File: config.mk
export PLATFORM = sky130hd
export DESIGN_NAME = unpacked_array_lane_fifo
export DESIGN_NICKNAME = d
export VERILOG_FILES = /design/src/rtl/unpacked_array_lane_fifo.sv
export SDC_FILE = /design/constraint.sdc
export NUM_CORES = 1
export LEC_CHECK = 0
export ABC_CLOCK_PERIOD_IN_PS = 2320
export BUFFER_PORTS_ARGS = -buffer_cell sky130_fd_sc_hd__buf_4
export CORE_ASPECT_RATIO = 0.75
export CORE_MARGIN = 5
export CORE_UTILIZATION = 51
export DETAILED_ROUTE_END_ITERATION = 6
export PLACE_DENSITY = 0.75
export SLEW_MARGIN = 30
export SYNTH_ARGS = -nofsm -noshare
export SYNTH_HDL_FRONTEND = slang
export SYNTH_SLANG_ARGS = --single-unit
File: constraint.sdc
create_clock -name clock -period 2.32 [get_ports clock]
set_input_delay 0.464 -clock clock [delete_from_list [all_inputs] [get_ports clock]]
set_output_delay 0.464 -clock clock [all_outputs]
set_load 0.03 [all_outputs]
File: src/rtl/unpacked_array_lane_fifo.sv
// Multi-lane synchronous FIFO whose entries are unpacked arrays of N lanes, W bits each.
// Show-ahead head output, per-lane write masking, sticky overflow/underflow status.
module unpacked_array_lane_fifo #(
  parameter int N     = 4,
  parameter int W     = 8,
  parameter int DEPTH = 4
) (
  input  logic                         clock,
  input  logic                         reset,
  input  logic [W-1:0]                 d [N],
  input  logic                         lane_mask [N],
  input  logic                         valid_in,
  output logic                         ready_out,
  output logic [W-1:0]                 q [N],
  output logic                         valid_out,
  input  logic                         ready_in,
  output logic [$clog2(DEPTH+1)-1:0]   count,
  output logic                         overflow,
  output logic                         underflow,
  input  logic                         clear_flags
);

  localparam int CW = $clog2(DEPTH + 1);
  localparam int PW = $clog2(DEPTH);
  localparam logic [CW-1:0] FULL_COUNT = CW'(DEPTH);
  localparam logic [PW-1:0] LAST_PTR   = PW'(DEPTH - 1);

  logic [W-1:0] mem [DEPTH][N];
  logic [W-1:0] wr_word [N];
  logic [PW-1:0] wr_ptr;
  logic [PW-1:0] rd_ptr;
  logic full;
  logic empty;
  logic push;
  logic pop;

  // Status comes only from the registered count, so no input reaches a handshake output combinationally.
  assign full      = (count == FULL_COUNT);
  assign empty     = (count == '0);
  assign ready_out = !full;
  assign valid_out = !empty;
  assign push      = valid_in && ready_out;
  assign pop       = valid_out && ready_in;

  function automatic logic [PW-1:0] next_ptr(input logic [PW-1:0] ptr);
    return (ptr == LAST_PTR) ? '0 : ptr + 1'b1;
  endfunction

  always_comb begin
    for (int i = 0; i < N; i++) begin
      wr_word[i] = lane_mask[i] ? d[i] : '0;
    end
  end

  always_ff @(posedge clock) begin
    if (push) begin
      for (int i = 0; i < N; i++) begin
        mem[wr_ptr][i] <= wr_word[i];
      end
    end
  end

  // Masking the head while empty keeps stale entries from ever appearing on q.
  always_comb begin
    for (int i = 0; i < N; i++) begin
      q[i] = empty ? '0 : mem[rd_ptr][i];
    end
  end

  always_ff @(posedge clock) begin
    if (reset) begin
      wr_ptr <= '0;
      rd_ptr <= '0;
      count  <= '0;
    end else begin
      if (push) wr_ptr <= next_ptr(wr_ptr);
      if (pop)  rd_ptr <= next_ptr(rd_ptr);
      case ({push, pop})
        2'b10:   count <= count + 1'b1;
        2'b01:   count <= count - 1'b1;
        default: count <= count;
      endcase
    end
  end

  // A new offending event wins over a simultaneous clear.
  always_ff @(posedge clock) begin
    if (reset) begin
      overflow  <= 1'b0;
      underflow <= 1'b0;
    end else begin
      if (valid_in && full)      overflow <= 1'b1;
      else if (clear_flags)      overflow <= 1'b0;
      if (ready_in && empty)     underflow <= 1'b1;
      else if (clear_flags)      underflow <= 1'b0;
    end
  end

endmodule

==> results.sh, run 1 <==
export IMPL_status="complete, but fails checks"
export IMPL_violations="setup timing"
export IMPL_detail_route_wl_per_cell_um=19.5
export IMPL_drive_gt1_share_pct=44.6
export IMPL_worst_hold_slack_ns=0.297
export IMPL_clock_latency_ns=0.41
export IMPL_netlist_top_cells_area="edfxtp_1, mux4_2, dfxtp_1"
export IMPL_cap_violations=0
export IMPL_critPathCaptureType="output port"
export IMPL_critical_path_depth=4
export IMPL_finalMaxSlewViolations=0
export IMPL_startpoint_type="flop"
export IMPL_clk_path_buf_depth=2
export IMPL_syn_inst=296
export IMPL_hpwl_mm=6.21
export IMPL_cts_tree="built"
export IMPL_syn_nets=344
export IMPL_clock_fmax_mhz=428
export IMPL_peakVddDrop_mv=0.674
export IMPL_drt_iter0_markers=330
export IMPL_rows=33
export IMPL_path_clk_slew_ns=0.06
export IMPL_track_usage_pct=16.9
export IMPL_post_route_util_pct=67.2
export IMPL_crit_type="reg2out"
export IMPL_die_height_um=101
export IMPL_finalPower_mw=9.29
export IMPL_diodes=0
export IMPL_worst_pin_slew_ns=0.903
export IMPL_final_cells=546
export IMPL_layout_setup_ws_ns=-0.0145
export IMPL_grt_setup_unrepaired="yes"
export IMPL_post_route_period_util_pct=101
export IMPL_whs_path_depth=2
export IMPL_relSlewSlack_pct=39.8
export IMPL_portBuffers=79
export IMPL_cts_num_sinks=139
export IMPL_grt_pass1_vias=3086
export IMPL_hold_viol_final=0
export IMPL_dpl_cell_area_um2=6380
export IMPL_cp_cell_sequence="clkbuf_16 > mux4_2 > nor2b_1 > buf_4"
export IMPL_path_max_fanout=9
export IMPL_wirelength_mm=10.7
export IMPL_critical_path_max_stage_delay_ns=0.49
export IMPL_yosysTopAreaCellShare_pct=68.7
export IMPL_num_fill_cells=723
export IMPL_postLayoutCellArea_um2=7270
export IMPL_crit_buf_inv=2
export IMPL_cp_slowest_cell="mux4_2"
export IMPL_synth_area_um2=5600
export IMPL_period_needed_ns=2.33
export IMPL_r2r_cells=9
export IMPL_avgSynthCellArea_um2=18.9
export IMPL_place_inst=510
export IMPL_die_area_um2=13200
export IMPL_grt_max_degree=33
export IMPL_cp_top_family="multiplexers"
export IMPL_arrival_ns=1.87
export IMPL_cts_made_buffers=17
export IMPL_gp_congestion=0.722
export IMPL_clockRootBuffer="clkbuf_16"
export IMPL_synth_warnings=0
export IMPL_drc=0
export IMPL_initial_utilization_pct=51.7
export IMPL_layout_nets=442
export IMPL_ctsHtreeMaxLevel=4
export IMPL_ios=80
export IMPL_vias=2912
export IMPL_finalSetupViolCount=8
export IMPL_cp_required_ns=1.86
export IMPL_seq_area_frac_synth_pct=72.6
export IMPL_synth_distinct_cells=30
export IMPL_skew_ns=0.00497
export IMPL_p_leak_nw=2.63
export IMPL_die_x_um=131
export IMPL_antenna_found_initial=0
export IMPL_synthToLayoutAreaGrowth_pct=29.8
export IMPL_dr_pass1_iters=4
export IMPL_drt_antenna_violating_nets=0
export IMPL_ys_ff_latch=139
export IMPL_coreArea_um2=10800
export IMPL_yosys_area_top_type="edfxtp_1"
export IMPL_power_density_nw_per_um2=1280
export IMPL_min_path_type="in2reg"
export IMPL_viasPerCell=5.33
export IMPL_grt_overflow_total=0
export IMPL_grt_first_pass_wirelength_mm=16.1
[final cells by class]
| class | instances | area [µm²] | area share [%] |
|---|---|---|---|
| Clock buffer | 17 | 425 | 5.85 |
| Multi-Input combinational cell | 137 | 1550 | 21.3 |
| Timing Repair Buffer | 91 | 806 | 11.1 |
| Tap cell | 140 | 175 | 2.41 |
| Clock inverter | 14 | 203 | 2.79 |
| Sequential cell | 139 | 4080 | 56.1 |
| Inverter | 8 | 30.0 | 0.413 |
[through the flow]
stage / setup slack, ns / TNS [ns]
6_report: -0.0145 / -0.0454
5_1_grt: -0.0784 / -1.49
4_1_cts: -0.0345 / -0.0891
3_5_place_dp: 0.100 / 0
3_3_place_gp: 0.168 / 0
2_1_floorplan: 0.0165 / 0
[metal layers]
metal  up-vias  routed length [µm]  GRT usage, %
met5         -                   0             0
met4         0                 105          5.53
met3        10                 714          6.04
met2        91                5270          26.1
met1      1467                4570          22.5
li1       1344                   -             -
[logic make-up after synthesis]
logic type | Yosys count | share of synthesized area [%]
AO/OA/AOI/OAI | 10 | 1.18
XOR/XNOR | 2 | 0.313
adder cells (fa/ha/maj) | 7 | 1.70
buffers and inverters | 20 | 1.88
flip-flops | 139 | 72.6
multiplexers | 33 | 13.1
AND/OR/NAND/NOR | 85 | 9.28
[final timing paths]
check	endpoint	slack (ns)	start
worst max-delay path	q[18]	-0.01	flop
worst min register to register	flop	0.51	rd_ptr[0]
worst min-delay path	count[2]	0.30	reset
worst max register to register	count[2]	0.05	count[0]
[placed cells by master (no fill, tap or decap), types with 2 or more instances in the layout]
cell type	synthesis	routed
nor2b_1	34	22
edfxtp_1	128	128
clkbuf_16	0	20
dfxtp_2	0	2
nor2b_4	0	12
clkinv_2	0	3
nor2_1	6	6
buf_6	3	12
buf_12	0	2
inv_1	7	7
and3_2	0	4
ha_1	6	5
dfxtp_4	0	3
a21oi_1	5	4
nand3_1	2	2
clkinvlp_4	0	4
mux4_2	32	32
buf_4	0	74
dfxtp_1	11	6
and2_1	32	32
clkinv_1	0	2
bufinv_16	0	5
or3_1	2	2
xor2_1	2	2
[cells in the mapped netlist]
library cell    n
a21o_1          1
a21oi_1         5
a41oi_1         1
and2_1         32
and2_4          1
and3_1          4
buf_2           5
buf_6           3
clkbuf_1        3
clkbuf_2        1
dfxtp_1        11
edfxtp_1      128
fa_1            1
ha_1            6
inv_1           7
inv_2           1
mux2i_1         1
mux4_2         32
nand2_1         1
nand3_1         2
nor2_1          6
nor2b_1        34
nor3_1          1
nor3_2          1
o21ai_0         1
o31ai_1         1
o31ai_2         1
or3_1           2
or3b_1          1
xor2_1          2
[power by group]
part | internal [mW] | leakage (nW) | switching (mW) | total [mW]
combinational | 1.46 | 1.04 | 1.81 | 3.27
clock | 1.88 | 0.296 | 0.973 | 2.86
sequential | 3.04 | 1.29 | 0.126 | 3.17
[what timing repair did]
item / in CTS / in global routing
setup endpoints to repair: 14 / 33
resized for setup: 2 / 41
hold buffers: 0 / 0
buffers inserted: 0 / 2
pin swaps: 0 / 2
cloned: 0 / 3
[registers in the layout, indices dropped and copies added, names as in the netlist, named ones only]
register	cells
mem	128
count	3
rd_ptr	2
wr_ptr	2
overflow	1
underflow	1
No activity file was read; power rests on OpenSTA's default activity.
==> run 2: changes to the inputs <==
Settings changed: PLACE_DENSITY 0.75 to 0.82.
==> results.sh, run 2 (synthesis results as in run 1) <==
export IMPL_grt_setup_unrepaired="yes"
export IMPL_cp_cell_sequence="buf_12 > mux4_2 > nor2b_1 > buf_4"
export IMPL_cp_required_ns=1.86
export IMPL_startpoint_type="flop"
export IMPL_p_leak_nw=2.54
export IMPL_arrival_ns=1.83
export IMPL_cts_num_sinks=139
export IMPL_ctsHtreeMaxLevel=4
export IMPL_path_clk_slew_ns=0.05
export IMPL_viasPerCell=5.39
export IMPL_layout_cells_most_common_list="edfxtp_1, buf_4, nor2b_1"
export IMPL_drt_iter0_markers=258
export IMPL_switching_power_mw=2.76
export IMPL_num_fill_cells=741
export IMPL_ios=80
export IMPL_cts_made_buffers=17
export IMPL_synthToLayoutAreaGrowth_pct=26.3
export IMPL_relSlewSlack_pct=40.6
export IMPL_peakVddDrop_mv=1.02
export IMPL_hpwl_mm=6.45
export IMPL_p_seq_share_pct=35.4
export IMPL_initial_utilization_pct=51.7
export IMPL_period_needed_ns=2.30
export IMPL_crit_buf_inv=2
export IMPL_detail_route_wl_per_cell_um=19.4
export IMPL_grt_first_pass_wirelength_mm=16.5
export IMPL_cap_violations=0
export IMPL_crit_type="reg2out"
export IMPL_wirelength_mm=10.6
export IMPL_clockRootBuffer="clkbuf_16"
export IMPL_worst_hold_slack_ns=0.293
export IMPL_hold_viol_final=0
export IMPL_cp_top_family="multiplexers"
export IMPL_grt_max_degree=33
export IMPL_gp_congestion=0.781
export IMPL_swShare_pct=31.0
export IMPL_dpl_cell_area_um2=6400
export IMPL_reg_top3="mem: 128 flops, count: 3 flops"
export IMPL_clk_path_buf_depth=2
export IMPL_p_comb_share_pct=32.5
export IMPL_diodes=0
export IMPL_cp_slowest_cell="mux4_2"
export IMPL_portBuffers=79
export IMPL_die_height_um=101
export IMPL_largest_reg_flops=128
export IMPL_skew_ns=0.00641
export IMPL_cellInternalPower_mw=6.14
export IMPL_vias=2932
export IMPL_worst_pin_slew_ns=0.892
export IMPL_final_common_cell="edfxtp_1"
export IMPL_status="complete, no violations"
export IMPL_drc=0
export IMPL_postLayoutCellArea_um2=7070
export IMPL_dr_pass1_iters=4
export IMPL_rows=33
export IMPL_top_register="mem"
export IMPL_min_path_type="in2reg"
export IMPL_grt_overflow_total=0
export IMPL_clock_latency_ns=0.41
export IMPL_post_route_period_util_pct=99.0
export IMPL_tns_ns=0
export IMPL_power_density_nw_per_um2=1260
export IMPL_drive_gt1_share_pct=41.1
export IMPL_path_max_fanout=17
export IMPL_drt_antenna_violating_nets=0
export IMPL_track_usage_pct=17.1
export IMPL_critPathCaptureType="output port"
export IMPL_layout_nets=439
export IMPL_finalMaxSlewViolations=0
export IMPL_clock_fmax_mhz=435
export IMPL_grt_pass1_vias=3084
export IMPL_final_cells=544
export IMPL_coreArea_um2=10800
export IMPL_cts_tree="built"
export IMPL_antenna_found_initial=0
export IMPL_die_area_um2=13200
export IMPL_critical_path_max_stage_delay_ns=0.52
export IMPL_clkPwrFrac_pct=32.0
export IMPL_post_route_util_pct=65.4
export IMPL_finalSetupViolCount=0
export IMPL_die_x_um=131
export IMPL_place_inst=509
==> run 2: power groups by stage <==
stage / clock network [mW] / logic [mW] / registers [mW]
finish: 2.85 / 2.89 / 3.15
global route: 3.02 / 3.09 / 3.18
CTS: 2.90 / 2.88 / 3.17
detailed placement: 0 / 2.87 / 3.21
global placement: 0 / 2.83 / 3.19
floorplan: 0 / 1.84 / 3.21
==> run 2: layout make-up <==
class                   count  area [µm²]  area share, %
inverters                   8        30.0          0.425
multi-input cells         137        1460           20.7
flip-flops and latches    139        4080           57.7
clock inverters            15         204           2.88
clock buffers              17         425           6.02
repair buffers             88         698           9.87
well taps                 140         175           2.48
==> run 2: path summary, 6_finish.rpt <==
check	from	end	slack (ns)	depth (start not counted)
worst max-delay path	flop	q[13]	0.02	4
worst min-delay path	reset	count[2]	0.29	2
worst max register to register	count[2]	count[2]	0.05	9
worst min register to register	rd_ptr[0]	flop	0.50	2
==> run 2: layer usage <==
layer | global-route usage, % | wire length (µm)
met5 | 0 | 0
met4 | 4.98 | 62
met3 | 6.09 | 820
met2 | 27.0 | 5360
met1 | 22.8 | 4310
==> run 2: stage by stage <==
step                      total power, mW  setup slack (ns)
after detailed placement             6.08            0.0896
after global placement               6.02             0.165
after CTS                            8.95           -0.0203
final                                8.90            0.0224
after global routing                 9.29           -0.0610
after floorplan                      5.05            0.0165
==> run 2: what timing repair did <==
| item | CTS | global route |
|---|---|---|
| pin swaps | 0 | 4 |
| gates resized for setup | 1 | 3 |
| setup endpoints to repair | 11 | 27 |
| buffers inserted | 0 | 3 |
| hold buffers | 0 | 0 |
==> run 3: changes to the inputs <==
Settings changed: BUFFER_PORTS_ARGS -buffer_cell sky130_fd_sc_hd__buf_4 to not set, CORE_UTILIZATION 51 to 56, DONT_BUFFER_PORTS set to 1, GPL_ROUTABILITY_DRIVEN set to 0, PLACE_DENSITY 0.82 to 0.81.
==> results.sh, run 3 (synthesis results as in run 1) <==
export IMPL_status="complete, no violations"
export IMPL_vias=2741
export IMPL_cp_top_family="multiplexers"
export IMPL_worst_pin_slew_ns=0.867
export IMPL_num_fill_cells=646
export IMPL_grt_pass1_vias=2892
export IMPL_crit_buf_inv=2
export IMPL_initial_utilization_pct=57.7
export IMPL_detail_route_wl_per_cell_um=20.8
export IMPL_r2r_end="count[2]"
export IMPL_cap_violations=0
export IMPL_path_clk_slew_ns=0.05
export IMPL_reg_top3="mem: 128 flops, count: 3 flops"
export IMPL_clk_path_buf_depth=2
export IMPL_ios=80
export IMPL_largest_reg_flops=128
export IMPL_die_height_um=96.6
export IMPL_min_from="reset"
export IMPL_p_leak_nw=2.27
export IMPL_startpoint_type="flop"
export IMPL_timing_hold_worst_endpoint="count[2]"
export IMPL_layout_cells_most_common_list="edfxtp_1, buf_4, nor2b_1"
export IMPL_finalSetupViolCount=0
export IMPL_wirelength_mm=10.2
export IMPL_dr_pass1_iters=4
export IMPL_dpl_cell_area_um2=6060
export IMPL_postLayoutCellArea_um2=6620
export IMPL_viasPerCell=5.58
export IMPL_cts_num_sinks=139
export IMPL_die_area_um2=12100
export IMPL_rrSetupSlack_ns=0.15
export IMPL_drt_iter0_markers=255
export IMPL_drt_antenna_violating_nets=0
export IMPL_arrival_ns=1.84
export IMPL_cts_made_buffers=17
export IMPL_grt_setup_unrepaired="yes"
export IMPL_rows=31
export IMPL_coreArea_um2=9700
export IMPL_hold_viol_final=0
export IMPL_period_needed_ns=2.31
export IMPL_diodes=0
export IMPL_grt_overflow_total=0
export IMPL_path_max_fanout=10
export IMPL_min_path_type="in2reg"
export IMPL_whs_path_depth=1
export IMPL_finalMaxSlewViolations=0
export IMPL_antenna_found_initial=3
export IMPL_cts_tree="built"
export IMPL_track_usage_pct=17.5
export IMPL_relSlewSlack_pct=42.2
export IMPL_dpl_worst_slack_ns=0.163
export IMPL_skew_ns=0.00647
export IMPL_layout_setup_ws_ns=0.0124
export IMPL_clockRootBuffer="clkbuf_16"
export IMPL_grt_first_pass_wirelength_mm=15.4
export IMPL_die_x_um=125
export IMPL_worst_hold_slack_ns=0.114
export IMPL_clock_fmax_mhz=433
export IMPL_cp_required_ns=1.86
export IMPL_post_route_period_util_pct=99.5
export IMPL_cp_cell_sequence="buf_12 > mux4_2 > nor2b_1 > buf_4"
export IMPL_drive_gt1_share_pct=31.2
export IMPL_critical_path_max_stage_delay_ns=0.53
export IMPL_hpwl_mm=6.01
export IMPL_clock_latency_ns=0.40
export IMPL_grt_max_degree=35
export IMPL_top_register="mem"
export IMPL_r2r_start="count[0]"
export IMPL_final_common_cell="edfxtp_1"
export IMPL_portBuffers=0
export IMPL_finalPower_mw=8.22
export IMPL_critPathCaptureType="output port"
export IMPL_peakVddDrop_mv=0.675
export IMPL_drc=0
export IMPL_ctsHtreeMaxLevel=4
export IMPL_synthToLayoutAreaGrowth_pct=18.2
export IMPL_r2r_cells=9
export IMPL_crit_type="reg2out"
export IMPL_layout_nets=394
export IMPL_power_density_nw_per_um2=1240
export IMPL_cp_slowest_cell="mux4_2"
-- run 3: where the power goes --
part / total (mW) / switching [mW] / leakage (nW) / internal, mW
clock network: 2.24 / 0.918 / 0.236 / 1.32
registers: 3.14 / 0.102 / 1.29 / 3.04
logic: 2.83 / 1.65 / 0.740 / 1.19
total: 8.22 / 2.67 / 2.27 / 5.55
-- run 3: worst max-delay path by stage --
stage             start        to  cells after the start
2_1_floorplan  count[2]  count[2]                     10
3_3_place_gp   count[0]  count[2]                      9
3_5_place_dp   count[0]  count[2]                      9
4_1_cts            flop     q[24]                      4
5_1_grt            flop     q[19]                      4
6_report           flop     q[19]                      4
-- run 3: routing by layer --
layer	GRT usage, %	vias up	share of wire (%)
met1	21.3	1375	42
met3	5.49	19	5.9
met5	0	-	0.22
li1	-	1254	-
met4	8.30	6	1.3
met2	29.1	87	51
-- run 3: final cells by class --
| cell class | count | area [µm²] | area share (%) |
|---|---|---|---|
| Clock buffer | 19 | 433 | 6.54 |
| Timing Repair Buffer | 43 | 408 | 6.16 |
| Multi-Input combinational cell | 137 | 1450 | 21.8 |
| Sequential cell | 139 | 4080 | 61.6 |
| Inverter | 8 | 30.0 | 0.454 |
| Tap cell | 132 | 165 | 2.50 |
| Clock inverter | 13 | 60.1 | 0.907 |
-- run 3: timing repair --
item | CTS | global route
resized for setup | 2 | 2
hold buffers | 0 | 0
setup buffers | 0 | 0
hold endpoints to repair | 0 | 0
cloned | 0 | 2
endpoints found under the setup margin | 13 | 32
-- run 3: per-stage QoR --
stage | setup TNS, ns | util (%) | instances
after floorplan | 0 | - | 296
after global placement | 0 | 62.5 | 457
after detailed placement | 0 | 62.5 | 457
after CTS | -0.0366 | 67.7 | 489
after global routing | -0.851 | 68.3 | 491
final | 0 | 68.3 | 491
